File: src/rtl/ram_fifo_ctrl.sv
// rtl/ram_fifo_ctrl.sv - FIFO controller for an external dual-port RAM with a 2-entry output buffer
module ram_fifo_ctrl #(
  parameter int ADDR_W = 9,
  parameter int DATA_W = 32
) (
  input  logic              clk,
  input  logic              rst,
  input  logic              flush,
  input  logic [DATA_W-1:0] s_data,
  input  logic              s_valid,
  output logic              s_ready,
  output logic [DATA_W-1:0] m_data,
  output logic              m_valid,
  input  logic              m_ready,
  output logic [ADDR_W-1:0] ram_waddr,
  output logic [DATA_W-1:0] ram_wdata,
  output logic              ram_wen,
  output logic [ADDR_W-1:0] ram_raddr,
  output logic              ram_ren,
  input  logic [DATA_W-1:0] ram_rdata,
  input  logic [ADDR_W+1:0] ae_thresh,
  input  logic [ADDR_W+1:0] af_thresh,
  output logic [ADDR_W+1:0] count,
  output logic              empty,
  output logic              full,
  output logic              almost_empty,
  output logic              almost_full
);

  localparam logic [ADDR_W:0] DEPTH_P = {1'b1, {ADDR_W{1'b0}}};

  logic [ADDR_W:0]   wptr, rptr, ram_occ;
  logic              inflight;
  logic [1:0]        nb;
  logic [DATA_W-1:0] ob0, ob1;
  logic [ADDR_W+1:0] cnt;
  logic              push, pop;

  assign ram_occ = wptr - rptr;
  assign full    = (ram_occ == DEPTH_P);
  assign s_ready = !full && !flush && !rst;

  assign ram_wen   = s_valid && s_ready;
  assign ram_waddr = wptr[ADDR_W-1:0];
  assign ram_wdata = s_data;

  assign m_valid = (nb != 2'd0);
  assign m_data  = ob0;
  assign pop     = m_valid && m_ready;
  assign push    = inflight && !flush;

  // Issue only when the returning word is guaranteed an obuf slot at capture.
  assign ram_ren   = (ram_occ != '0) && !flush && !rst &&
                     (({1'b0, nb} + {2'b00, inflight}) < (3'd2 + {2'b00, pop}));
  assign ram_raddr = rptr[ADDR_W-1:0];

  assign count        = cnt;
  assign empty        = (cnt == '0);
  assign almost_empty = (cnt <= ae_thresh);
  assign almost_full  = (af_thresh != '0) && (cnt >= af_thresh);

  always_ff @(posedge clk or posedge rst) begin
    if (rst) begin
      wptr     <= '0;
      rptr     <= '0;
      inflight <= 1'b0;
      nb       <= 2'd0;
      ob0      <= '0;
      ob1      <= '0;
      cnt      <= '0;
    end else if (flush) begin
      wptr     <= '0;
      rptr     <= '0;
      inflight <= 1'b0;
      nb       <= 2'd0;
      cnt      <= '0;
    end else begin
      if (ram_wen) wptr <= wptr + 1'b1;
      if (ram_ren) rptr <= rptr + 1'b1;
      inflight <= ram_ren;
      cnt      <= cnt + {{(ADDR_W+1){1'b0}}, ram_wen} - {{(ADDR_W+1){1'b0}}, pop};
      case ({push, pop})
        2'b10: begin
          if (nb == 2'd0) ob0 <= ram_rdata;
          else            ob1 <= ram_rdata;
          nb <= nb + 2'd1;
        end
        2'b01: begin
          ob0 <= ob1;
          nb  <= nb - 2'd1;
        end
        2'b11: begin
          if (nb == 2'd1) begin
            ob0 <= ram_rdata;
          end else begin
            ob0 <= ob1;
            ob1 <= ram_rdata;
          end
        end
        default: ;
      endcase
    end
  end

endmodule
File: config.mk
export PLATFORM = sky130hd
export DESIGN_NAME = ram_fifo_ctrl
export DESIGN_NICKNAME = d
export VERILOG_FILES = /design/src/rtl/ram_fifo_ctrl.sv
export SDC_FILE = /design/constraint.sdc
export NUM_CORES = 1
export LEC_CHECK = 0
export ABC_AREA = 0
export ABC_CLOCK_PERIOD_IN_PS = 7690
export BUFFER_PORTS_ARGS = -buffer_cell sky130_fd_sc_hd__buf_4
export CAP_MARGIN = 0
export CORE_MARGIN = 1.5
export CORE_UTILIZATION = 30
export DETAILED_ROUTE_END_ITERATION = 7
export HOLD_SLACK_MARGIN = 0.05
export PLACE_DENSITY = 0.57
export SYNTH_ARGS = -nofsm -noshare
export SYNTH_HDL_FRONTEND = slang
export SYNTH_SLANG_ARGS = --single-unit
File: constraint.sdc
create_clock -name clk -period 7.69 [get_ports clk]
set_input_delay 1.1535 -clock clk [delete_from_list [all_inputs] [get_ports clk]]
set_output_delay 1.1535 -clock clk [all_outputs]
set_load 0.01 [all_outputs]
**After elaboration in Yosys (flattened, before gate mapping)**

Cells that the tools add are included.
W data, S select, Z words.

- Mux-type cells: 14
- Add/sub/neg operators: 9
- $lt $le $gt $ge: 3
- Bitwise operators: 1
- Eq/ne operators: 8
- Reductions and logical operators: 24

Operators by type and width:

| cell | count |
|---|---|
| $mux W32 | 4 |
| $pmux W32 S3 | 1 |
| $pmux W32 S2 | 1 |
| $mux W10 | 4 |
| $add A10 B1 Y10 const B | 2 |
| $add A11 B1 Y11 | 1 |
| $ge A11 B11 Y1 | 1 |
| $le A11 B11 Y1 | 1 |
| $logic_not A11 Y1 | 1 |
| $mux W11 | 1 |
| $reduce_bool A11 Y1 | 1 |
| $sub A11 B1 Y11 | 1 |
| $eq A10 B10 Y1 const B | 1 |
| $reduce_bool A10 Y1 | 1 |
| $sub A10 B10 Y10 | 1 |
| $logic_and A1 B1 Y1 | 9 |
| $reduce_bool A2 Y1 | 4 |
| $ne A2 B2 Y1 const B | 3 |
| $reduce_bool A3 Y1 | 2 |
| $eq A2 B1 Y1 const B | 2 |
| $eq A2 B2 Y1 const B | 2 |
| $pmux W2 S2 | 1 |
| $reduce_and A4 Y1 | 1 |
| $add A2 B1 Y3 | 1 |
| other kinds (10) | 12 |

- Bits of input ports: 91
- Bits in registers: 98
- Word-level logic and storage cells: 66

**Longest topological paths before layout**

- Word-level depth: 9
- Gate-level depth with buffers: 19
- Depth with buffers taken out: 19

**Worst setup path before layout**

No wires, ideal clock.

- Path type: reg-to-reg
- Start point: register wptr[3]
- End point: register cnt[9], in the netlist count[9]
- Library setup time: 0.132 ns
- Stages on the path, launching flop included: 17
- Arrival time: 3.941 ns
- Setup slack: 3.617 ns
- Cells stage by stage: dfrtp_1 -> ha_1 -> a21o_1 -> a21oi_2 -> a21oi_2 -> or4_4 -> a211oi_4 -> nor2b_2 -> and2_1 -> ha_1 -> a21o_1 -> a21oi_1 -> o21bai_1 -> a2111oi_0 -> o41ai_1 -> xnor2_1 -> nor2_1

- Word-level cells in the longest chain between the ends: 9

RTL lines:

| item | RTL line | text |
|---|---|---|
| start, declared | 32 | `logic [ADDR_W:0] wptr, rptr, ram_occ;` |
| start signal, assigned | 78 | `if (ram_wen) wptr <= wptr + 1'b1;` |
| $sub A10 B10 Y10 | 39 | `assign ram_occ = wptr - rptr;` |
| $eq A10 B10 Y1 | 40 | `assign full = (ram_occ == DEPTH_P);` |
| $logic_not A1 Y1 | 41 | `assign s_ready = !full && !flush && !rst;` |
| $logic_and A1 B1 Y1 (2 in series) | 41 |  |
| $logic_and A1 B1 Y1 | 43 | `assign ram_wen = s_valid && s_ready;` |
| net ram_wen | 17 | `output logic ram_wen,` |
| $add A11 B1 Y11 | 81 | `cnt <= cnt + {{(ADDR_W+1){1'b0}}, ram_wen} - {{(ADDR_W+1){1'b0}}, pop};` |
| $sub A11 B1 Y11 | 81 |  |
| $mux W11 | 71 | `end else if (flush) begin` |
| end signal, assigned | 81 |  |
| end, declared | 36 | `logic [ADDR_W+1:0] cnt;` |

The timed path passes the listed nets, and every way through them passes these cells.
A chain may end at the register's enable or synchronous reset.

**Worst setup path after layout**

- Start point: register wptr[3]
- End point: register cnt[9], in the netlist count[9]

- Word-level cells in the longest chain between the ends: 9

RTL lines:

| item | RTL line |
|---|---|
| $sub A10 B10 Y10 | 39 |
| $eq A10 B10 Y1 | 40 |
| $logic_not A1 Y1 | 41 |
| $logic_and A1 B1 Y1 (2 in series) | 41 |
| $logic_and A1 B1 Y1 | 43 |
| $add A11 B1 Y11 | 81 |
| $sub A11 B1 Y11 | 81 |
| $mux W11 | 71 |

No other way between the ends.

==> results.tsv <==
stage	metric	value	unit
setup_path	crit_family	compound AO/OA/AOI/OAI gates	
synth	synthTopCellsByArea	dfrtp_1, ha_1, buf_4	
global_route	grt_pass1_vias	4684	
clock_network	cts_made_buffers	9	
setup_path	crit_start	wptr[3]	
run	drv_cap	0	
clock_network	post-cts-setup-buffer-count	0	
place	dp_hpwl	10560	µm
floorplanning	die-area	21590	µm²
clock_network	cts_resized	0	
timing	totalNegativeSetupSlack	0	ns
power_and_ir_drop	p_switching	0.9596	mW
power_and_ir_drop	seqPwrFrac	34.2	%
synth	ys_top_cells_by_count	dfrtp_1, a21oi_1, inv_1	
floorplanning	core-area	20300	µm²
power_and_ir_drop	vdd_drop_max	152.0	µV
setup_path	slowest_delay	0.63	ns
timing	clock_skew	0.009556	ns
timing	fin_crit_sh	61.96	%
setup_path	crit_path_cell_trace	ha_1 > a21o_1 > a21oi_2 > a21oi_2 > or4_4 > a211oi_4 > nor2b_2 > and2_1 > ha_1 > a21o_1 > a21oi_1 > o21bai_1 > a2111oi_0 > o41ai_1 > xnor2_1 > nor2_1	
route	viasPerCell	4.739	
timing	final_max_slew_viol_count	0	
timing	relSlewSlack	44.04	%
setup_path	cp.depth	16	
place	place_ws	2.943	ns
global_route	grtUsageTotal	13.81	%
synth	ys_seq_area_share	39.45	%
synth	synth_most_common_cell	dfrtp_1	
timing	holdWs	0.5065	ns
floorplanning	fp.dieW	146.9	µm
global_route	grt_max_degree	59	
route	vias	4654	
timing	setup_viol	0	
setup_path	critPathArrivalTime	4.99	ns
place	place_congestion	0.7945	
route	drtIter0Drc	159	
status	status	finished, final reports clean	
route	dr.pass1.iters	4	
min_path	whs_path_depth	1	
power_and_ir_drop	combPwrFrac	46.3	%
setup_path	timing.rr.start	wptr[3]	
floorplanning	start_util	30.62	%
cells_and_area	instances_no_fill	982	
synth	ys.flop_type	dfrtp_1	
synth	synth_edf_count	0	
route	antenna_left	0	
route	drc	0	
synth	synth_top_area_share	39.45	%
setup_path	crit_buf_inv	0	
route	wire_per_inst	14.59	µm
power_and_ir_drop	p_leak	3.630	nW
synth	synthesis.instances	635	
synth	ys_types	61	
setup_path	cpMaxStageDelayCell	a211oi_4	
clock_network	clock_latency	0.36	ns
synth	yosys.area.top_type	dfrtp_1	
floorplanning	die_h	146.9	µm
clock_network	cts_tree	built	
floorplanning	rows	52	
timing	hold_viol	0	
power_and_ir_drop	netSwitchingFraction	38.38	%
min_path	hold_path.class	reg -> reg	
clock_network	clock_path_buffers	2	
synth	synth_area	6216	µm²
timing	rsz0062_at_grt	no	
setup_path	reg2regPathDepth	16	
clock_network	ctsHoldBuffers	0	
setup_path	critical_path.max_fanout	19	
timing	worst_slack	2.925	ns
cells_and_area	final_core_util	36.57	%
cells_and_area	fillers	2095	
cells_and_area	seqCellArea	2452	µm²
place	dpl_cell_area	7101	µm²
setup_path	cp-start-kind	flip-flop	
cells_and_area	post-route-cell-area	7423	µm²
power_and_ir_drop	clkPwrFrac	19.4	%
cells_and_area	synthToLayoutAreaGrowth	19.42	%
cells_and_area	diodes	0	
synth	ys_async_sr_fraction	100.0	%
timing	fmax	209.9	MHz
cells_and_area	multi_input_area	3099	µm²
route	wl	14330	µm
timing	fin_crit	4.765	ns
synth	syn_nets	779	
setup_path	crit_type	reg -> reg	
cells_and_area	fin_nets	851	
power_and_ir_drop	power.internal	1.541	mW
setup_path	critPathRequiredTime	7.92	ns
synth	ys_ff_latch	98	
place	dp.cells	966	
synth	postSynthAreaPerCell	9.789	µm²
setup_path	crit_path_end_kind	flip-flop	
floorplanning	pin_count	192	
clock_network	clock-sinks	98	
power_and_ir_drop	fin_total_pwr	2.500	mW
power_and_ir_drop	p_per_area	336.8	nW/µm²
global_route	antenna_found_initial	0	
clock_network	htreeDepth	3	
global_route	grt_pass1_wl	23840	µm
clock_network	cts-root-buf	clkbuf_16	
synth	yosysWarningCount	0	
place	port_buffers	127	
min_path	min_from	ob1[30]	
clock_network	clkTransAtPathRegs	0.08	ns
global_route	grt_overflow	0	
timing	worst_slew_pin_slew	0.8379	ns
cells_and_area	drive_gt1_share	27.25	%
## cells in the final DEF (no fill, tap or decap), drive strengths merged, types with 6 or more instances in the layout
master  instances
nor2b           7
or4            12
buf           131
nand2          22
nor2           54
xor2            6
nand4           8
xnor2           7
dfrtp          98
clkbuf          9
o31ai          12
nand3          16
nor3            7
mux2           33
inv            63
o21a            8
o21ai          12
ha             52
a21oi          65
mux2i          35
## flip-flops by register name, indices dropped and copies added (netlist names)
register	cells
ob1	32
inflight	1
m_data	32
wptr	10
nb	2
rptr	10
count	11
## area by class of cell
class,instances,area share (%)
sequential,98,33.04
clock buffer,9,3.034
clock inverter,7,1.315
tap,270,4.551
inverter,60,3.068
multi-input combinational,407,41.75
timing repair buffer,131,13.25
## kinds of logic after synthesis
kind of cell	Yosys count	synth area share, %
AOI/OAI and AO/OA	123	12.80
and+or+nand+nor	150	12.40
adders and majority gates	53	10.79
muxes	68	11.67
DFF	98	39.45
xor gates and xnor gates	13	1.832
buffers and inverters	130	11.05
## worst paths after layout
path,endpoint,slack (ns)
setup / recovery,count[9],2.93
hold / removal,ob1[30],0.51
setup reg to reg,count[9],2.93
hold reg to reg,ob1[30],0.51
max in group asynchronous,ob1[8],5.67
min in group asynchronous,count[1],0.86
## worst reg2reg max path, cell delays in order, from the launching register on
cell and delay (ns):
dfrtp_1 0.48, ha_1 0.40, a21o_1 0.19, a21oi_2 0.23
a21oi_2 0.13, or4_4 0.54, a211oi_4 0.63, nor2b_2 0.15
and2_1 0.22, ha_1 0.21, a21o_1 0.16, a21oi_1 0.21
o21bai_1 0.11, a2111oi_0 0.59, o41ai_1 0.18, xnor2_1 0.15
nor2_1 0.05
## per-layer routing
layer | vias up | global-route usage, % | routed length (µm)
met5 | - | 0 | 0
met4 | 0 | 4.050 | 207
met3 | 14 | 5.155 | 1151
met2 | 109 | 21.20 | 6217
met1 | 2202 | 18.14 | 6756
li1 | 2329 | - | -
## power by group through the flow
stage | registers [mW] | logic, mW | clock network, mW
finish | 0.856 | 1.16 | 0.486
global route | 0.888 | 1.31 | 0.526
CTS | 0.858 | 1.18 | 0.511
detailed placement | 0.863 | 1.17 | 0
global placement | 0.858 | 1.17 | 0
floorplan | 0.879 | 0.764 | 0
(Power assumes the default switching activity.)
